===== src/rtl/sc_pkg.sv =====
// Shared types and default timing for the safe-lock entry controller.
package sc_pkg;

  typedef enum logic [3:0] {
    StIdle   = 4'b0001,
    StEntry  = 4'b0010,
    StOpen   = 4'b0100,
    StLocked = 4'b1000
  } ctrl_state_t;

  // Defaults assume a 100 MHz clock.
  localparam int unsigned DefDebounceCyc = 32'd1_000_000;
  localparam int unsigned DefEntryToCyc  = 32'd500_000_000;
  localparam int unsigned DefLockCyc     = 32'd1_000_000_000;
  localparam int unsigned DefUnlockCyc   = 32'd3_000_000_000;
  localparam int unsigned DefMaxFail     = 32'd3;
  localparam int unsigned DefCntW        = 32'd32;

  function automatic logic [3:0] sat_inc(input logic [3:0] val, input logic [3:0] max);
    return (val >= max) ? max : val + 4'd1;
  endfunction

endpackage


===== src/rtl/sc_btn_debounce.sv =====
// Button conditioning: 2-FF synchronizer, 4-bit debouncer and a strobe on each
// transition of the debounced chord from all-released to any-pressed.
module sc_btn_debounce
  import sc_pkg::*;
#(
  parameter int unsigned DEBOUNCE_CYC = DefDebounceCyc
) (
  input  logic       clk_i,
  input  logic       rst_i,
  input  logic [3:0] btn_raw_i,
  output logic       strobe_o,
  output logic [3:0] code_o
);

  localparam int unsigned CntW = $clog2(DEBOUNCE_CYC + 1);
  localparam logic [CntW-1:0] CntMax = CntW'(DEBOUNCE_CYC);

  logic [3:0]      sync1_q, sync2_q;
  logic [3:0]      samp_q, samp_d;
  logic [3:0]      db_q, db_d, db_prev_q;
  logic [CntW-1:0] cnt_q, cnt_d;
  logic            strobe_q, strobe_d;
  logic [3:0]      code_q;

  // cnt counts consecutive identical samples, saturating at DEBOUNCE_CYC.
  always_comb begin
    samp_d = samp_q;
    cnt_d  = cnt_q;
    if (sync2_q != samp_q) begin
      samp_d = sync2_q;
      cnt_d  = CntW'(1);
    end else if (cnt_q != CntMax) begin
      cnt_d = cnt_q + CntW'(1);
    end
    db_d     = (cnt_d == CntMax) ? samp_d : db_q;
    strobe_d = (db_q != 4'b0000) && (db_prev_q == 4'b0000);
  end

  always_ff @(posedge clk_i or posedge rst_i) begin
    if (rst_i) begin
      sync1_q   <= '0;
      sync2_q   <= '0;
      samp_q    <= '0;
      cnt_q     <= '0;
      db_q      <= '0;
      db_prev_q <= '0;
      strobe_q  <= 1'b0;
      code_q    <= '0;
    end else begin
      sync1_q   <= btn_raw_i;
      sync2_q   <= sync1_q;
      samp_q    <= samp_d;
      cnt_q     <= cnt_d;
      db_q      <= db_d;
      db_prev_q <= db_q;
      strobe_q  <= strobe_d;
      if (strobe_d) code_q <= db_q;
    end
  end

  assign strobe_o = strobe_q;
  assign code_o   = code_q;

endmodule


===== src/rtl/sc_entry_ctrl.sv =====
// Front-end for the safe-lock core: clean key strobes, failure counting,
// timed lockout, entry inactivity abort and auto-relock after unlock.
module sc_entry_ctrl
  import sc_pkg::*;
#(
  parameter int unsigned DEBOUNCE_CYC = DefDebounceCyc,
  parameter int unsigned ENTRY_TO_CYC = DefEntryToCyc,
  parameter int unsigned LOCK_CYC     = DefLockCyc,
  parameter int unsigned UNLOCK_CYC   = DefUnlockCyc,
  parameter int unsigned MAX_FAIL     = DefMaxFail,
  parameter int unsigned CNT_W        = DefCntW
) (
  input  logic       clk_i,
  input  logic       rst_i,
  input  logic [3:0] btn_raw_i,
  input  logic       core_fail_i,
  input  logic       core_ok_i,
  input  logic       core_unlocked_i,
  output logic       key_valid_o,
  output logic [3:0] key_code_o,
  output logic       abort_o,
  output logic       relock_o,
  output logic       lock_led_o,
  output logic [3:0] fail_cnt_o
);

  if (((64'(ENTRY_TO_CYC) | 64'(LOCK_CYC) | 64'(UNLOCK_CYC)) >> CNT_W) != 64'd0)
  begin : g_cyc_range_err
    $error("sc_entry_ctrl: a *_CYC reload does not fit in CNT_W bits");
  end
  if (MAX_FAIL < 1 || MAX_FAIL > 15) begin : g_max_fail_err
    $error("sc_entry_ctrl: MAX_FAIL must be in 1..15");
  end

  localparam logic [CNT_W-1:0] EntryLd  = CNT_W'(ENTRY_TO_CYC);
  localparam logic [CNT_W-1:0] LockLd   = CNT_W'(LOCK_CYC);
  localparam logic [CNT_W-1:0] UnlockLd = CNT_W'(UNLOCK_CYC);
  localparam logic [3:0]       MaxFail  = 4'(MAX_FAIL);

  ctrl_state_t      state_q, state_d;
  logic [CNT_W-1:0] timer_q, timer_d;
  logic [3:0]       fail_q, fail_d, fail_inc;
  logic             unl_prev_q, unl_fall, expire, strobe;
  logic [3:0]       code;

  sc_btn_debounce #(
    .DEBOUNCE_CYC(DEBOUNCE_CYC)
  ) u_btn (
    .clk_i    (clk_i),
    .rst_i    (rst_i),
    .btn_raw_i(btn_raw_i),
    .strobe_o (strobe),
    .code_o   (code)
  );

  assign unl_fall = unl_prev_q & ~core_unlocked_i;
  assign fail_inc = sat_inc(fail_q, MaxFail);
  // Expiring on the step to zero makes a reload of N last exactly N cycles.
  assign expire   = (timer_q <= CNT_W'(1));

  always_comb begin
    state_d  = state_q;
    timer_d  = (timer_q != '0) ? timer_q - CNT_W'(1) : timer_q;
    fail_d   = fail_q;
    abort_o  = 1'b0;
    relock_o = 1'b0;
    unique case (state_q)
      StIdle, StEntry: begin
        if (core_ok_i) begin
          fail_d  = '0;
          state_d = StOpen;
          timer_d = UnlockLd;
        end else if (core_fail_i) begin
          fail_d = fail_inc;
          if (fail_inc == MaxFail) begin
            state_d = StLocked;
            timer_d = LockLd;
            abort_o = 1'b1;
          end else begin
            state_d = StIdle;
            timer_d = '0;
          end
        end else if (state_q == StEntry && expire) begin
          abort_o = 1'b1;
          state_d = StIdle;
          timer_d = '0;
        end else if (strobe) begin
          state_d = StEntry;
          timer_d = EntryLd;
        end
      end
      StOpen: begin
        if (unl_fall) begin
          state_d = StIdle;
          timer_d = '0;
        end else if (expire) begin
          relock_o = 1'b1;
          state_d  = StIdle;
          timer_d  = '0;
        end else if (strobe) begin
          timer_d = UnlockLd;
        end
      end
      StLocked: begin
        if (expire) begin
          fail_d  = '0;
          state_d = StIdle;
          timer_d = '0;
        end
      end
      default: begin
        state_d = StIdle;
        timer_d = '0;
      end
    endcase
  end

  always_ff @(posedge clk_i or posedge rst_i) begin
    if (rst_i) begin
      state_q    <= StIdle;
      timer_q    <= '0;
      fail_q     <= '0;
      unl_prev_q <= 1'b0;
    end else begin
      state_q    <= state_d;
      timer_q    <= timer_d;
      fail_q     <= fail_d;
      unl_prev_q <= core_unlocked_i;
    end
  end

  // The debouncer keeps tracking while locked, so a held chord is consumed here.
  assign key_valid_o = strobe && (state_q != StLocked);
  assign key_code_o  = code;
  assign lock_led_o  = (state_q == StLocked);
  assign fail_cnt_o  = fail_q;

endmodule

===== config.mk =====
export PLATFORM = sky130hd
export DESIGN_NAME = sc_entry_ctrl
export DESIGN_NICKNAME = d
export VERILOG_FILES = /design/src/rtl/sc_pkg.sv /design/src/rtl/sc_btn_debounce.sv /design/src/rtl/sc_entry_ctrl.sv
export SDC_FILE = /design/constraint.sdc
export NUM_CORES = 1
export LEC_CHECK = 0
export BUFFER_PORTS_ARGS = -buffer_cell sky130_fd_sc_hd__buf_4
export CORE_ASPECT_RATIO = 1.1
export CORE_UTILIZATION = 47
export CTS_CLUSTER_DIAMETER = 40
export DETAILED_ROUTE_END_ITERATION = 16
export GPL_ROUTABILITY_DRIVEN = 0
export HOLD_SLACK_MARGIN = 0.1
export PLACE_DENSITY = 0.64
export SLEW_MARGIN = 20
export SYNTH_ARGS = -nofsm -noshare
export SYNTH_HDL_FRONTEND = slang
export SYNTH_SLANG_ARGS = --single-unit

===== constraint.sdc =====
create_clock -name clk_i -period 2.5 [get_ports clk_i]
set_input_delay 0.25 -clock clk_i [delete_from_list [all_inputs] [get_ports clk_i]]
set_output_delay 0.25 -clock clk_i [all_outputs]
set_load 0.05 [all_outputs]

==> metrics.yaml <==
result_of_the_run: "finished, violations left"
violations_in_the_final_reports: "negative setup slack"
start_kind: "register"
floorplan.initialDensity_pct: 48.23
async_flop_share_pct: 100.0
route.vias.total: 3778
port_buffers: 20
synth_largest_type_area_fraction_pct: 47.16
cts.root.buffer_cell: "clkbuf_8"
drv_cap: 0
required_ns: 2.25
clk_latency_worst_skew_pair_ns: 0.37
floorplan.die.width_um: 95.41
grt_start_max_net_pins: 49
cts_htree_levels: 3
cts_tree: "yes"
synth_xor_xnor_area_share_pct: 9.515
drc: 0
grt_overflow: 0
r2r_slack_ns: -0.27
worstReg2RegEnd: "timer_q[15]"
syn-instance-count: 465
clockBufferDepth: 2
worst_slew_margin_rel_pct: 42.70
synthesis.nets: 480
timing.hold.worst.start: "core_ok_i"
post_drt_via_cell_ratio: 5.581
core_area_sq_mm: 0.009351
setup.worst_path.class: "register to output port"
layout-drive-gt1-share_pct: 32.14
area_contributors_post_synth: "dfrtp_1, xnor2_1, nor2_1"
clock_transition_at_the_registers_of_the_reported_paths_ns: 0.10
grt_util_all_layers_pct: 22.84
rsz0062_at_grt: "true"
route.antenna.remaining_nets: 0
most_used_flip_flop_cell_after_synthesis: "dfrtp_1"
tightestPinTransition_ns: 0.8484
dp_worst_setup_slack_ns: -0.1257
worstPathArrival_ns: 2.59
die_y_um: 104.7
post_synth_mux_area_share_pct: 2.607
setup_violations: 32
die-area_sq_mm: 0.009993
fin_ws_ns: -0.3358
cts.sink_count: 86
timing.critical_path.max_delay_family: "simple AND/OR/NAND/NOR gates"
final_worst_path_period_share_pct: 113.4
timing.clock.skew_ns: 0.01042
netlist_area_sq_mm: 0.004511
antenna_cells: 0
dr.pass1.iters: 5
power.density_mw_per_mm2: 1102
irDropWorstVdd_uv: 708.8
element_type_at_the_critical_path_end: "output port"
grt_pass1_wl_um: 17540
first_iter_violations: 237
critical_path.slowest_cell: "or4_4"
placement_rows: 37
maximum_cell_stage_delay_along_the_critical_path_ns: 0.54
synth_area_per_cell_sq_um: 9.700
fin_total_pwr_mw: 6.493
hpwl_detailed_um: 7151
reg_to_reg_start: "timer_q[8]"
layout.filler_cells: 739
crit_path_cell_trace: "or4_4 > or4_4 > nor3_4 > buf_6 > buf_6 > and3_4 > buf_8"
leakage_nw: 2.522
register_area_sq_mm: 0.002157
ys_types: 59
synth_compound_area_share_pct: 10.01
yosys.area.top_type: "dfrtp_1"
antenna_violations_before_repair: 0
whs_path_depth: 2
fin_worst_hold_slack_ns: 0.2027
slew_violations: 0
achievable-frequency_ghz: 0.3526
totalWireLength_um: 10560
r2r_cells: 10
synth_simple_gate_area_share_pct: 25.52
num_io_pins: 21
worst_hold_path.endpoint: "state_q[2]"
multiInputGateArea_sq_mm: 0.002505
worst-path-buf-inv: 3
synth_seq_cells: 86
synth_enable_flop_cells: 0
synth_sequential_area_ratio_pct: 47.74
main_combinational_cell_family_by_area_after_synthesis: "simple AND/OR/NAND/NOR gates"
synth_adder_area_share_pct: 1.664
post_drt_wl_per_cell_um: 15.60
synthToLayoutAreaGrowth_pct: 30.68
finish.net_count: 570
synth-warning-count: 0
first_global_vias: 3625
timing.hold.worst.class: "primary input to register"
path_max_fanout: 4
finalCriticalPeriod_ns: 2.836
hold_viol: 0
cts-buffers-inserted: 9
-- layout make-up --
| cell class | instances | share of cell area, % |
|---|---|---|
| Multi-Input combinational cell | 345 | 42.50 |
| Timing Repair Buffer | 101 | 14.31 |
| Inverter | 12 | 0.7854 |
| Tap cell | 117 | 2.484 |
| Sequential cell | 86 | 36.60 |
| Clock inverter | 7 | 1.231 |
| Clock buffer | 9 | 2.101 |
-- stage by stage --
step	std cells	TNS [ns]	cell area [sq um]	utilization (%)
finish	677	-3.015	5894	63.03
CTS	665	-3.373	5638	60.29
floorplan	465	-0.1135	4542	-
global placement	637	-0.2760	5204	55.65
global route	677	-6.030	5894	63.03
detailed placement	637	-1.172	5204	55.65
-- repair_timing --
item / CTS / global route
hold buffers: 6 / 0
endpoints found under the setup margin: 34 / 43
pin swaps: 16 / 21
hold endpoints to repair: 51 / 0
buffers inserted: 6 / 12
gates cloned: 0 / 1
resized for setup: 27 / 37
-- layer usage --
| layer | GRT usage, % | vias to the layer above | wire (um) |
|---|---|---|---|
| met3 | 4.512 | 11 | 383 |
| met4 | 7.996 | 0 | 135 |
| met1 | 32.52 | 1877 | 4928 |
| met5 | 0 | - | 0 |
| li1 | - | 1829 | - |
| met2 | 34.59 | 61 | 5112 |
-- synth_stat cells (all sizes together) (2+ instances only) --
library cell	count
a21oi	20
ha	6
and4	2
nor2	56
and2	2
and3	6
nor4b	2
or2	8
a31oi	5
or3	9
dfrtp	85
xor2	23
nand3b	4
nor4	19
or4b	2
inv	12
nand3	20
clkbuf	20
o2111ai	2
nand4	7
nor3	15
or4	8
buf	2
nand2	36
mux2i	5
o21ai	20
xnor2	26
nor2b	6
mux2	6
nand2b	3
a211oi	4
o41ai	3
nor3b	3
o211ai	4
-- cell usage in the layout (no fill, tap or decap), types with 6 or more instances in the layout --
| cell | count |
|---|---|
| a21oi_1 | 16 |
| buf_4 | 82 |
| buf_6 | 10 |
| clkbuf_8 | 9 |
| dfrtp_1 | 82 |
| dlygate4sd3_1 | 6 |
| inv_1 | 11 |
| nand2_1 | 34 |
| nand3_1 | 16 |
| nand4_1 | 7 |
| nor2_1 | 54 |
| nor2b_1 | 6 |
| nor3_1 | 9 |
| nor4_1 | 11 |
| o21ai_1 | 14 |
| or2_2 | 8 |
| or3_1 | 6 |
| xnor2_1 | 26 |
| xor2_1 | 23 |
-- sequential cells by signal, summed over array words and instances, names as in the netlist --
name,flops
u_btn.sync2_q,4
u_btn.sync1_q,4
fail_cnt_o,4
u_btn.db_prev_q,4
u_btn.db_q,4
unl_prev_q,1
u_btn.cnt_q,20
state_q,4
u_btn.samp_q,4
timer_q,32
u_btn.code_o,4
u_btn.strobe_o,1
-- logic make-up (layout without fill, tap and decap cells) --
family | after synthesis | count (layout)
compound gates | 68 | 68
flops | 86 | 86
xor+xnor | 49 | 49
buf+inv | 34 | 129
simple gates | 211 | 211
mux | 11 | 11
fa+ha+maj | 6 | 6
-- how the worst max path moves through the flow --
| stage | startpoint | endpoint | slack, ns | cells past startpoint |
|---|---|---|---|---|
| 2_1_floorplan | timer_q[25] | timer_q[29] | -0.08 | 6 |
| 3_3_place_gp | timer_q[25] | timer_q[29] | -0.09 | 6 |
| 3_5_place_dp | timer_q[25] | timer_q[29] | -0.13 | 6 |
| 4_1_cts | timer_q[8] | relock_o | -0.40 | 7 |
| 5_1_grt | timer_q[8] | relock_o | -0.41 | 7 |
| 6_report | timer_q[8] | relock_o | -0.34 | 7 |
-- report_power, final --
group	leakage, nW	switching, mW	total [mW]	internal, mW
combinational	1.29	1.91	3.64	1.73
clock	0.0970	0.582	0.974	0.392
sequential	1.13	0.244	1.88	1.63
total	2.52	2.74	6.49	3.76
Power figures use the tool's default switching activity.
